==> src/rtl/voltage_monitor_pkg.sv <==
`default_nettype none
// ============================================================================
// Module      : voltage_monitor_pkg
// Description : Constants shared by the voltage monitor and fault manager.
// Revision    : 1.0 - initial release
// ============================================================================
package voltage_monitor_pkg;

    localparam int ADC_WIDTH = 12;
    localparam logic [ADC_WIDTH-1:0] OV_THRESHOLD = 12'd3500;
    localparam logic [ADC_WIDTH-1:0] UV_THRESHOLD = 12'd2800;

    localparam logic [1:0] ST_RECOVER = 2'd0;
    localparam logic [1:0] ST_NORMAL  = 2'd1;
    localparam logic [1:0] ST_FAULT   = 2'd2;
    localparam logic [1:0] ST_LOCKOUT = 2'd3;

    // Fault code bit order is {under, over}
    localparam logic [1:0] FC_NONE  = 2'b00;
    localparam logic [1:0] FC_OVER  = 2'b01;
    localparam logic [1:0] FC_UNDER = 2'b10;
    localparam logic [1:0] FC_BOTH  = 2'b11;

endpackage
`default_nettype wire

==> src/rtl/voltage_fault_manager_consecutive_counter.sv <==
`default_nettype none
// ============================================================================
// Module      : consecutive_counter
// Description : Counts consecutive high samples; pulses when target is hit.
// Revision    : 1.0 - initial release
// ============================================================================
module consecutive_counter #(
    parameter int WIDTH  = 8,
    parameter int TARGET = 16
) (
    input  logic             clk,
    input  logic             reset,
    input  logic             enable,
    input  logic             sample,
    input  logic             clear,
    input  logic [WIDTH-1:0] target,
    output logic             reached
);

    localparam logic [WIDTH-1:0] c_ceiling = WIDTH'(TARGET);

    logic [WIDTH-1:0] r_count;
    logic [WIDTH-1:0] w_next;

    assign w_next  = r_count + 1'b1;
    // The pulse fires on the edge that takes the target-th sample, so the
    // consumer reacts on that same edge.
    assign reached = enable & sample & ~clear & (w_next == target);

    always_ff @(posedge clk) begin
        if (reset) begin
            r_count <= '0;
        end else if (enable) begin
            if (clear || !sample || reached) begin
                r_count <= '0;
            end else if (r_count != c_ceiling) begin
                r_count <= w_next;
            end
        end
    end

endmodule
`default_nettype wire

==> src/rtl/voltage_fault_manager.sv <==
`default_nettype none
// ============================================================================
// Module      : voltage_fault_manager
// Description : Debounces monitor flags, gates power_enable, retries/lockout.
// Revision    : 1.0 - initial release
// ============================================================================
module voltage_fault_manager
    import voltage_monitor_pkg::*;
#(
    parameter int DEBOUNCE_CYCLES = 8,
    parameter int RECOVER_CYCLES  = 16,
    parameter int MAX_RETRIES     = 3,
    parameter int CNT_WIDTH       = 8
) (
    input  logic                                 clk,
    input  logic                                 reset,
    input  logic                                 over_voltage,
    input  logic                                 under_voltage,
    input  logic                                 within_range,
    input  logic                                 fault_clear,
    output logic                                 power_enable,
    output logic                                 fault_active,
    output logic [1:0]                           fault_code,
    output logic [$clog2(MAX_RETRIES+1)-1:0]     retry_count,
    output logic                                 lockout
);

    localparam int RW = $clog2(MAX_RETRIES + 1);
    localparam int CNT_MAX = (DEBOUNCE_CYCLES > RECOVER_CYCLES) ? DEBOUNCE_CYCLES : RECOVER_CYCLES;
    localparam logic [RW-1:0]        c_max_retries = RW'(MAX_RETRIES);
    localparam logic [CNT_WIDTH-1:0] c_debounce    = CNT_WIDTH'(DEBOUNCE_CYCLES);
    localparam logic [CNT_WIDTH-1:0] c_recover     = CNT_WIDTH'(RECOVER_CYCLES);

    logic [1:0]           r_state;
    logic                 w_sample;
    logic [CNT_WIDTH-1:0] w_target;
    logic                 w_enable;
    logic                 w_clear;
    logic                 w_hit;
    logic                 w_lockout_exit;

    assign w_lockout_exit = (r_state == ST_LOCKOUT) & fault_clear & within_range;

    // In FAULT the counter already tracks within_range, so the sample that
    // moves us back to RECOVER is counted as the first good one.
    always_comb begin
        w_sample = within_range;
        w_target = c_recover;
        if (r_state == ST_NORMAL) begin
            w_sample = over_voltage | under_voltage;
            w_target = c_debounce;
        end
    end

    assign w_enable = (r_state != ST_LOCKOUT) | w_lockout_exit;
    assign w_clear  = w_lockout_exit;

    consecutive_counter #(
        .WIDTH  (CNT_WIDTH),
        .TARGET (CNT_MAX)
    ) u_counter (
        .clk     (clk),
        .reset   (reset),
        .enable  (w_enable),
        .sample  (w_sample),
        .clear   (w_clear),
        .target  (w_target),
        .reached (w_hit)
    );

    always_ff @(posedge clk) begin
        if (reset) begin
            r_state      <= ST_RECOVER;
            power_enable <= 1'b0;
            fault_active <= 1'b0;
            fault_code   <= FC_NONE;
            retry_count  <= '0;
            lockout      <= 1'b0;
        end else begin
            case (r_state)
                ST_RECOVER: begin
                    if (w_hit) begin
                        r_state      <= ST_NORMAL;
                        power_enable <= 1'b1;
                    end
                end
                ST_NORMAL: begin
                    // Qualification takes precedence over a same-edge clear.
                    if (w_hit) begin
                        fault_code   <= {under_voltage, over_voltage};
                        power_enable <= 1'b0;
                        fault_active <= 1'b1;
                        if (retry_count < c_max_retries) begin
                            retry_count <= retry_count + 1'b1;
                            r_state     <= ST_FAULT;
                        end else begin
                            lockout <= 1'b1;
                            r_state <= ST_LOCKOUT;
                        end
                    end else if (fault_clear) begin
                        retry_count <= '0;
                        fault_code  <= FC_NONE;
                    end
                end
                ST_FAULT: begin
                    if (within_range) begin
                        r_state      <= ST_RECOVER;
                        fault_active <= 1'b0;
                    end
                end
                ST_LOCKOUT: begin
                    if (w_lockout_exit) begin
                        r_state      <= ST_RECOVER;
                        fault_active <= 1'b0;
                        lockout      <= 1'b0;
                        retry_count  <= '0;
                        fault_code   <= FC_NONE;
                    end
                end
                default: begin
                    r_state      <= ST_RECOVER;
                    power_enable <= 1'b0;
                    fault_active <= 1'b0;
                    lockout      <= 1'b0;
                end
            endcase
        end
    end

endmodule
`default_nettype wire

==> config.mk <==
export PLATFORM = sky130hd
export DESIGN_NAME = voltage_fault_manager
export DESIGN_NICKNAME = d
export VERILOG_FILES = /design/src/rtl/voltage_monitor_pkg.sv /design/src/rtl/voltage_fault_manager_consecutive_counter.sv /design/src/rtl/voltage_fault_manager.sv
export SDC_FILE = /design/constraint.sdc
export NUM_CORES = 1
export LEC_CHECK = 0
export ABC_AREA = 1
export CAP_MARGIN = 20
export CORE_MARGIN = 2
export CORE_UTILIZATION = 58
export CTS_BUF_LIST = sky130_fd_sc_hd__clkbuf_8 sky130_fd_sc_hd__clkbuf_16
export CTS_CLUSTER_SIZE = 14
export DETAILED_ROUTE_END_ITERATION = 8
export PLACE_DENSITY = 0.88
export SLEW_MARGIN = 20
export SYNTH_ARGS = -nofsm -noshare
export SYNTH_HDL_FRONTEND = slang
export SYNTH_SLANG_ARGS = --single-unit
==> constraint.sdc <==
create_clock -name clk -period 5.1 [get_ports clk]
set_input_delay 1.02 -clock clk [delete_from_list [all_inputs] [get_ports clk]]
set_output_delay 1.02 -clock clk [all_outputs]
set_load 0.03 [all_outputs]
# == After elaboration in Yosys (flattened, before gate mapping) ==
# Cells that the tools add are included.
# classes
n_addsub,2
order_cmp,1
eq_ne,13
muxes,25
bitwise,8
n_reduce_logical,15
# ops
operator,count
2-bit two-way mux,8
8-bit two-way mux,2
4-bit AND reduction,4
"8-bit by 1-bit adder with 8-bit output, second input constant",1
8-bit by 5-bit == test with 1-bit output,1
1-bit two-way mux,8
"8-bit by 5-bit != test with 1-bit output, second input constant",1
2-bit one-hot mux with 2 select lines,2
2-bit one-hot mux with 4 select lines,1
"2-bit by 1-bit != test with 1-bit output, second input constant",3
"2-bit != test, second input constant",3
3-bit AND reduction,2
2-bit nonzero test,3
1-bit bitwise AND,5
5-bit two-way mux,1
"2-bit == test, second input constant",2
1-bit one-hot mux with 2 select lines,2
"3-bit by 2-bit != test with 1-bit output, second input constant",1
"3-bit != test, second input constant",1
1-bit one-hot mux with 3 select lines,1
3-bit nonzero test,1
"2-bit by 1-bit adder with 2-bit output, second input constant",1
"2-bit by 1-bit == test with 1-bit output, second input constant",1
2-bit zero test,1
other kinds (6),8
# word_totals
regBits,17
input_bits,6
out_inout_bits,7
elab_cells,71

# == Depth between registers and ports, before layout ==
# Gate-level depths: netlist (run 1).
# logic_depth
ltp_word,10
mapped_depth,14
depth_no_buf,14

# == Modules after synthesis ==
# Synthesis (run 1) repeated with hierarchy kept, for this count alone.
# hier_totals
cells_unflattened,221
area_unflattened_um2,1341.3
# by_module_without_submodules
mod,instances,cells_per_inst,area_each_um2,seq_area_each_um2
consecutive_counter,1,144,834.6,160.2
voltage_fault_manager,1,77,506.7,180.2

# == Worst setup path after synthesis (run 1) ==
# Ideal clock, no wire load.
# synth_timing
path_kind,input -> register
startpoint,in fault_clear
endpoint,reg power_enable
setup_ps,116
t_arrival_ps,2019
required_ps,4984
path_slack_ps,2965
cell_stages,11
path_buffers,0
cell_sequence,nand2_1 -> nand3_2 -> nand2_1 -> nor2_1 -> nand3_1 -> nor2_2 -> nand2_2 -> nor2_1 -> nand2_1 -> o21ai_0 -> nor2_1
# synth_between
elab_chain_cells,8
elab_cells_between_ends,10
cone_classes,eq/ne: 2; bitwise: 7; reduce/logical: 1
# synth_rtl
element,line,rtl
start: declaration,voltage_fault_manager.sv:20,"input logic fault_clear,"
1-bit bitwise AND (*) (2 in series),voltage_fault_manager.sv:42,assign w_lockout_exit = (r_state == ST_LOCKOUT) & fault_clear & within_range;
1-bit OR,voltage_fault_manager.sv:55,assign w_enable = (r_state != ST_LOCKOUT) | w_lockout_exit;
1-bit bitwise AND,voltage_fault_manager_consecutive_counter.sv:28,assign reached = enable & sample & ~clear & (w_next == target);
1-bit bitwise AND (*) (2 in series),voltage_fault_manager_consecutive_counter.sv:28,
2-bit by 1-bit != test with 1-bit output (no line),n/a,
3-bit AND reduction (no line) (*),n/a,
end signal: assignment,voltage_fault_manager.sv:74,power_enable <= 1'b0;
end signal: assignment,voltage_fault_manager.sv:84,power_enable <= 1'b1;
end signal: assignment,voltage_fault_manager.sv:91,power_enable <= 1'b0;
end: declaration,voltage_fault_manager.sv:21,"output logic power_enable,"
# Every way passes the cells marked *; elsewhere a longest branch is shown, timed or not.
# A chain may end at the register's enable or synchronous reset.

# == Worst setup path after layout (run 1) ==
# Ends and elaborated chain as after synthesis.

==> flow_summary.ini, run 1 <==
[logic_synthesis]
synthesis.area_sq_um = 1050
yosys-top-cells-count = 42 x nand2_1, 29 x nor2_1, 18 x inv_1
synth-edff-count = 0
synth_area_per_cell_sq_um = 6.34
synth_ff_type = dfxtp_1
netlist.area_leader.share_pct = 32.5
async_flop_share_pct = 0
synth_top_cell_by_area = dfxtp_1
ys_warn_count = 0
ys_seq_area_share_pct = 32.5
synth-seq-cells = 17
yosysUniqueCellTypes = 25
syn_inst = 165
synthMostInstantiatedCell = nand2_1
syn-num-nets = 175
synth_area_leaders = dfxtp_1 33%, nand2_1 15%, nor2_1 10%, inv_1 6.5%, nand3_1 5.7%

[power_and_ir_drop]
p_int_mw = 0.193
p_clk_share_pct = 40.3
power_frac_seq_pct = 54.6
p_comb_share_pct = 5.1
leakage_nw = 0.543
switching_share_pct = 21.9
max-vdd-ir-drop_uv = 184
p_switching_mw = 0.0540
powerDensity_nw_per_um2 = 201

[worst_setup_path]
critPathLaunchType = input pin
worstSetupPathType = in -> reg
max_stage_delay_ps = 530
worstPathMaxFanout = 8
crit_slowest_cell = clkdlybuf4s50_1
cp-end-kind = flip-flop
cp_cell_sequence = clkdlybuf4s50_1 -> nand2_1 -> nand3_2 -> nand2_1 -> nor2_1 -> nand3_1 -> nor2_2 -> nand2_2 -> nor2_1 -> nand2_1 -> o21ai_0 -> nor2_1
cp_top_family = simple AND/OR/NAND/NOR gates
path_depth = 12
worst_r2r_path_depth = 12
crit_buf_inv = 1
arrival_ps = 2800
cp.required_ps = 5240

[hold_path]
hold_depth = 2
min_path_type = reg -> reg

[route]
drc = 0
vias_per_cell = 5.19
routed_wl_mm = 2.33
drtIter0Drc = 33
final_antenna_net_count = 0
route.vias.total = 1059
wl_per_cell_um = 11.4
firstDrtPassIters = 4

[clocking]
hold_buffers = 0
htreeDepth = 1
clkLatencyLatePin_ps = 250
cts_sinks = 17
cts_setup_buffers = 0
cts_tree = built
path_clk_slew_ps = 60
cts_resized = 0
clockBufferDepth = 2
cts_root_buf = clkbuf_8
cts_buffers = 3

[global_route]
grt_pass1_vias = 896
grt_pass1_wl_mm = 3.68
grt_max_degree = 12
grt_overflow = 0
antenna_found_initial = 0
grt_use_total_pct = 24.3

[timing]
fmax_mhz = 377
worst_pin_slew_ps = 372
finalMaxSlewViolations = 0
setup_slack_ps = 2440
setup_viol = 0
layout_min_cycle_time_ps = 2660
slew_headroom_pct = 75.1
skew_ps = 1.60
rsz0062_at_grt = no
hold_violations = 0
fin_setup_tns_ps = 0
period_share_pct = 52.1

[floorplan]
start_util_pct = 61.2
core_area_sq_um = 1710
die_area_sq_um = 2160
core.rowCount = 15
ios = 13
fp.dieW_um = 46.5
die_y_um = 46.5

[placement]
post-place-ws_ps = 2210
hpwlAfterDp_mm = 1.82
place_area_sq_um = 1180
routabilityCongestion = 0.826
placed_cells = 200
portBuffers = 12

[final_layout]
n_fill_cell = 142
finalNetCount = 190
areaGrowthSynthToFinish_pct = 17.3
final_area_sq_um = 1230
drive_gt1_share_pct = 9.50
diodes = 0
fin_cells = 204

[job]
drv_cap = 0

[run_status]
outcome = finished, final reports clean
[tightest hold or removal path: cells and delay by family, from the launching register on]
| family | cells | cell delay, ps |
|---|---|---|
| AO/OA/AOI/OAI | 1 | 50 |
| buffers and inverters | 1 | 50 |
| flip-flops | 1 | 310 |
[cells by family (layout without fill, tap and decap cells)]
kind of cell | count (synthesis) | after routing | share of synthesized area [%]
buffers and inverters | 23 | 37 | 9.09
AO/OA/AOI/OAI | 24 | 24 | 12.2
adder cells (fa/ha/maj) | 4 | 4 | 4.78
AND/OR/NAND/NOR | 97 | 97 | 41.4
flip-flops | 17 | 17 | 32.5
[layout make-up]
type                            count  area [sq um]  area share [%]
Clock buffer                        3          41.3            3.36
Tap cell                           25          31.3            2.55
Timing Repair Buffer               12           120            9.79
Multi-Input combinational cell    125           611            49.7
Inverter                           21          80.1            6.52
Clock inverter                      1          3.75           0.306
Sequential cell                    17           340            27.7
[routing by layer]
layer  wire length, um  GRT usage (%)
met1              1030           27.3
met2              1190           43.6
met3                69           3.92
met4                46           12.0
met5                 0              0
[sequential cells by signal, summed over array words and instances, names as in the netlist]
name and flops:
u_counter.r_count 8, r_state 2, lockout 1, fault_active 1, power_enable 1, fault_code 2
retry_count 2
[through the flow]
stage	hold slack [ps]	total power, mW	utilization, %
finish	452	0.247	71.9
global route	481	0.254	71.9
CTS	460	0.249	71.9
detailed placement	442	0.150	69.2
global placement	446	0.150	69.2
floorplan	489	0.143	-
[power by group through the flow]
stage / registers (mW) / clock network, mW / logic (mW)
floorplan: 0.137 / 0 / 0.00601
global placement: 0.138 / 0 / 0.0122
detailed placement: 0.138 / 0 / 0.0125
CTS: 0.135 / 0.102 / 0.0125
global route: 0.135 / 0.105 / 0.0140
finish: 0.135 / 0.0993 / 0.0126
[worst paths after layout]
path | from | end | slack [ps]
worst max-delay path | fault_clear | power_enable | 2440
worst min-delay path | lockout | lockout | 450
worst max register to register | u_counter.r_count[0] | power_enable | 3060
worst min register to register | lockout | lockout | 450
[cell usage in the layout, fill, tap and decap left out, types with 2 or more instances in the layout]
master	count
nand2_1	42
a21oi_1	7
nand2_2	5
inv_2	2
nor2_1	29
clkbuf_8	3
ha_1	4
inv_1	19
nand3_2	2
dfxtp_1	17
o21ai_0	11
clkdlybuf4s50_1	12
nand3_1	12
o21ai_1	3
(Power assumes the default switching activity.)
==> inputs of run 2 (changes only) <==
--- a/config.mk
+++ b/config.mk
@@ -8,11 +8,11 @@
 export ABC_AREA = 1
 export CAP_MARGIN = 20
 export CORE_MARGIN = 2
-export CORE_UTILIZATION = 58
+export CORE_UTILIZATION = 54
 export CTS_BUF_LIST = sky130_fd_sc_hd__clkbuf_8 sky130_fd_sc_hd__clkbuf_16
 export CTS_CLUSTER_SIZE = 14
 export DETAILED_ROUTE_END_ITERATION = 8
-export PLACE_DENSITY = 0.88
+export PLACE_DENSITY = 0.83
 export SLEW_MARGIN = 20
 export SYNTH_ARGS = -nofsm -noshare
 export SYNTH_HDL_FRONTEND = slang
==> constraint.sdc (replaced) <==
create_clock -name clk -period 2.5 [get_ports clk]
set_input_delay 0.5 -clock clk [delete_from_list [all_inputs] [get_ports clk]]
set_output_delay 0.5 -clock clk [all_outputs]
set_load 0.03 [all_outputs]
==> run 2 against run 1 <==
Via count increased by 0.85%; combinational power increased by 110%; hold slack improved by 12 ps; cell area is 0.61% higher; highest routed layer unchanged; setup slack got worse by 2100 ps.
==> flow_summary.ini, run 2 (synthesized netlist as in run 1, its figures left out) <==
[worst_setup_path]
worstPathMaxFanout = 8
startpoint = fault_clear
critPathLaunchType = input pin
cp-end-kind = flip-flop
cp.required_ps = 2640
worst_r2r_path_depth = 12
rrSetupSlack_ps = 370
crit_path_end = power_enable
arrival_ps = 2310
reg2reg_to = power_enable
r2r_start = u_counter.r_count[0]
worstSetupPathType = in -> reg

[final_layout]
final_common_cell = nand2_1
top_register = u_counter.r_count
drive_gt1_share_pct = 10.0
final_area_sq_um = 1230
final_util_pct = 69.3
areaGrowthSynthToFinish_pct = 18.1
fin_cells = 205
diodes = 0
n_fill_cell = 156
finalNetCount = 191
largest_reg_flops = 8
layout_common_cells = 42 x nand2_1, 29 x nor2_1, 19 x inv_1, 17 x dfxtp_1

[floorplan]
ios = 13
core_area_sq_um = 1780
core.rowCount = 15
start_util_pct = 58.7
fp.dieW_um = 48.0
die_area_sq_um = 2300
die_y_um = 48.0

[placement]
place_area_sq_um = 1190
post-place-ws_ps = 144
hpwlAfterDp_mm = 1.84
portBuffers = 12
placed_cells = 201
routabilityCongestion = 0.863

[clocking]
cts_root_buf = clkbuf_8
cts_setup_buffers = 0
cts_tree = built
cts_sinks = 17
path_clk_slew_ps = 60
clkLatencyLatePin_ps = 250
hold_buffers = 0
cts_buffers = 3
cts_resized = 0
clockBufferDepth = 2
htreeDepth = 1

[route]
drc = 0
wl_per_cell_um = 11.3
routed_wl_mm = 2.32
firstDrtPassIters = 5
final_antenna_net_count = 0
route.vias.total = 1068
drtIter0Drc = 79
vias_per_cell = 5.21

[timing]
rsz0062_at_grt = no
setup_viol = 0
worst_pin_slew_ps = 357
fin_setup_tns_ps = 0
setup_slack_ps = 325
finalMaxSlewViolations = 0
layout_min_cycle_time_ps = 2170
fmax_mhz = 460
skew_ps = 1.33
period_share_pct = 87.0
slew_headroom_pct = 76.2
hold_ws_ps = 464
hold_violations = 0

[power_and_ir_drop]
leakage_nw = 0.547
max-vdd-ir-drop_uv = 428
powerDensity_nw_per_um2 = 402
finalPower_mw = 0.497

[hold_path]
min_path_type = reg -> reg

[global_route]
grt_pass1_vias = 960
antenna_found_initial = 0
grt_overflow = 0
grt_use_total_pct = 23.5
grt_pass1_wl_mm = 3.85
grt_max_degree = 12

[run_status]
outcome = finished, final reports clean

[job]
drv_cap = 0
## run 2: final cells by class
cell class,instances,area [sq um],area share (%)
clock inverter,1,3.75,0.304
multi-input combinational,125,611,49.4
clock buffer,3,41.3,3.34
tap,25,31.3,2.53
sequential,17,340,27.6
timing repair buffer,13,128,10.3
inverter,21,80.1,6.48
## run 2: critical path, cell delays in order
cell	delay [ps]
clkdlybuf4s50_1	520
nand2_1	100
nand3_2	80
nand2_1	70
nor2_1	110
nand3_1	90
nor2_2	130
nand2_2	140
nor2_1	270
nand2_1	140
o21ai_0	100
nor2_1	50
## run 2: layer usage
layer  up-vias  GRT usage, %  routed length [um]
met5         -             0                   0
met4         0          7.57                  29
met3         4          6.04                 128
met2        39          38.4                1080
met1       472          30.1                1080
li1        553             -                   -
## run 2: power by group
part / total, mW / switching (mW) / internal (mW)
clock: 0.196 / 0.0869 / 0.109
sequential: 0.275 / 0.00249 / 0.272
combinational: 0.0262 / 0.0146 / 0.0116
total: 0.497 / 0.104 / 0.393
## run 2: how the worst min path moves through the flow
stage | startpoint | to | depth (start not counted)
after floorplan | u_counter.r_count[7] | u_counter.r_count[7] | 2
after global placement | lockout | lockout | 2
after detailed placement | lockout | lockout | 2
after CTS | lockout | lockout | 2
after global routing | lockout | lockout | 2
final | lockout | lockout | 2
==> inputs of run 3 (changes only) <==
--- a/config.mk
+++ b/config.mk
@@ -8,12 +8,13 @@
 export ABC_AREA = 1
 export CAP_MARGIN = 20
 export CORE_MARGIN = 2
-export CORE_UTILIZATION = 54
+export CORE_UTILIZATION = 30
 export CTS_BUF_LIST = sky130_fd_sc_hd__clkbuf_8 sky130_fd_sc_hd__clkbuf_16
 export CTS_CLUSTER_SIZE = 14
 export DETAILED_ROUTE_END_ITERATION = 8
-export PLACE_DENSITY = 0.83
+export PLACE_DENSITY = 0.52
 export SLEW_MARGIN = 20
 export SYNTH_ARGS = -nofsm -noshare
 export SYNTH_HDL_FRONTEND = slang
+export SYNTH_HIERARCHICAL = 1
 export SYNTH_SLANG_ARGS = --single-unit
==> constraint.sdc (replaced) <==
create_clock -name clk -period 2.5 [get_ports clk]
set_input_delay 0.25 -clock clk [delete_from_list [all_inputs] [get_ports clk]]
set_output_delay 0.25 -clock clk [all_outputs]
set_load 0.03 [all_outputs]
==> run 3 against run 2 <==
Non-clock buffer count up 7; via count up 29%; cell area up 31%; die area up 120%; largest power group unchanged; routed wire length up 40%; setup slack worse by 61 ps; critical path type is now reg -> reg.
==> flow_summary.ini, run 3 <==
[hold_path]
min_path_type = reg -> reg

[timing]
setup_viol = 0
rsz0062_at_grt = no
finalMaxSlewViolations = 0
fmax_mhz = 447
setup_slack_ps = 265
skew_ps = 5.97
hold_violations = 0
layout_min_cycle_time_ps = 2240
period_share_pct = 89.4
fin_setup_tns_ps = 0

[power_and_ir_drop]
switching_share_pct = 25.8
p_comb_share_pct = 9.9
max-vdd-ir-drop_uv = 164
p_switching_mw = 0.141
p_clk_share_pct = 40.1
power_frac_seq_pct = 50.0
leakage_nw = 0.782
powerDensity_nw_per_um2 = 338
p_int_mw = 0.406

[final_layout]
final_common_cell = nand2_1
top_register = u_counter/r_count
largest_reg_flops = 8
layout_common_cells = 61 x nand2_1, 41 x nand3_1, 28 x inv_1, 27 x nor2_1, 17 x dfxtp_1
areaGrowthSynthToFinish_pct = 20.6
drive_gt1_share_pct = 10.8
final_util_pct = 37.4
diodes = 0
finalNetCount = 260

[route]
wl_per_cell_um = 10.7
firstDrtPassIters = 4
routed_wl_mm = 3.24
drc = 0
final_antenna_net_count = 0
vias_per_cell = 4.56
drtIter0Drc = 88
route.vias.total = 1376

[worst_setup_path]
critPathLaunchType = flip-flop
max_stage_delay_ps = 350
cp-end-kind = flip-flop
cp.required_ps = 2640
worstPathMaxFanout = 6
arrival_ps = 2370
cp_top_family = simple AND/OR/NAND/NOR gates
worstSetupPathType = reg -> reg
crit_buf_inv = 3
cp_cell_sequence = inv_2 -> nor2_4 -> nor2_1 -> a31oi_1 -> nand2_1 -> nor2_1 -> nand3_1 -> nor2_1 -> nand3_1 -> nor2_2 -> nand2_4 -> inv_1 -> inv_1 -> nand3_1 -> nand2_1 -> nand2_1 -> a21oi_1
crit_slowest_cell = dfxtp_1

[logic_synthesis]
synth_area_per_cell_sq_um = 6.07
yosys-top-cells-count = 61 x nand2_1, 41 x nand3_1, 28 x inv_1
synthMuxAreaShare_pct = 0
synth-xor-area-share_pct = 0.653
synth_top_family_by_area = simple AND/OR/NAND/NOR gates
synth_top_cell_by_area = dfxtp_1
synth-edff-count = 0
synthesis.area_sq_um = 1340
synthMostInstantiatedCell = nand2_1
yosys.area_share.simple_pct = 48.8
synthAdderAreaFrac_pct = 2.80
synth_compound_area_share_pct = 9.24
yosysUniqueCellTypes = 29
synth_ff_type = dfxtp_1
ys_warn_count = 6
synth_area_leaders = dfxtp_1 25%, nand2_1 17%, nand3_1 15%, inv_1 7.8%, nor2_1 7.6%
async_flop_share_pct = 0
netlist.area_leader.share_pct = 25.4
ys_seq_area_share_pct = 25.4
synth-seq-cells = 17
syn_inst = 221

[global_route]
grt_use_total_pct = 14.0
grt_pass1_wl_mm = 5.64
antenna_found_initial = 0
grt_max_degree = 18
grt_pass1_vias = 1222
grt_overflow = 0

[job]
drv_cap = 0

[clocking]
clkLatencyLatePin_ps = 260
cts_resized = 0
path_clk_slew_ps = 70
cts_root_buf = clkbuf_8
clockBufferDepth = 2
htreeDepth = 1
cts_sinks = 17
cts_setup_buffers = 0
cts_tree = built
cts_buffers = 3
hold_buffers = 0

[placement]
hpwlAfterDp_mm = 2.46
post-place-ws_ps = 49.7
routabilityCongestion = 0.871
portBuffers = 12

[floorplan]
fp.dieW_um = 70.9
core.rowCount = 24
core_area_sq_um = 4320
start_util_pct = 31.0
die_area_sq_um = 5020
die_y_um = 70.9
ios = 13

[run_status]
outcome = finished, final reports clean
## run 3: cell types whose count changed after synthesis, moves of 3 or more
| cell | previous run | this run |
|---|---|---|
| o21ai_0 | 11 | 2 |
| a21oi_1 | 7 | 10 |
| inv_1 | 18 | 28 |
| nand2_1 | 42 | 61 |
| nand2_2 | 5 | 0 |
| o21ai_1 | 3 | 0 |
| nand4_1 | 0 | 4 |
| nand3_1 | 12 | 41 |
## run 3: cells by family (layout without fill, tap and decap cells)
family / after synthesis / in the layout
and+or+nand+nor: 143 / 143
buffers and inverters: 37 / 56
AOI/OAI and AO/OA: 19 / 19
DFF: 17 / 17
adders and majority gates: 3 / 3
other: 1 / 11
xor gates and xnor gates: 1 / 1
## run 3: layer usage
metal	vias up	GRT usage (%)	part of all wire [%]
li1	754	-	-
met1	598	19.4	52
met2	19	21.9	43
met3	5	2.42	3.0
met4	0	5.03	1.6
met5	-	0	0
## run 3: area by class of cell
type / count / area [sq um]
fillers: 490 / 2710
flip-flops and latches: 17 / 340
clock inverters: 1 / 5.00
well taps: 52 / 65.1
inverters: 32 / 120
multi-input cells: 177 / 866
clock buffers: 3 / 41.3
repair buffers: 20 / 180
## run 3: power groups by stage
stage                     Sequential [mW]  Combinational [mW]  Clock [mW]
after floorplan                     0.280              0.0315           0
after global placement              0.280              0.0547           0
after detailed placement            0.280              0.0545           0
after CTS                           0.273              0.0548       0.231
after global routing                0.274              0.0617       0.240
final                               0.273              0.0542       0.220
## run 3: stage by stage
step                      power [mW]  std cells  hold WS [ps]  area, sq um
after floorplan                0.312        231           319         1380
after global placement         0.334        298           451         1570
after detailed placement       0.334        298           456         1570
after CTS                      0.559        302           466         1620
after global routing           0.575        302           483         1620
final                          0.547        302           462         1620
## run 3: worst register-to-register path, cell delays in order, from the launching register on
cell	delay, ps
dfxtp_1	350
inv_2	80
nor2_4	160
nor2_1	60
a31oi_1	180
nand2_1	70
nor2_1	90
nand3_1	70
nor2_1	90
nand3_1	80
nor2_2	150
nand2_4	50
inv_1	150
inv_1	120
nand3_1	190
nand2_1	100
nand2_1	70
a21oi_1	50
## run 3: final timing paths
check        slack [ps]            end          from  cells past startpoint
max                 260  fault_code[1]    r_state[0]                     17
min                 460   fault_active  fault_active                      2
min reg2reg         460   fault_active  fault_active                      2
max reg2reg         260  fault_code[1]    r_state[0]                     17
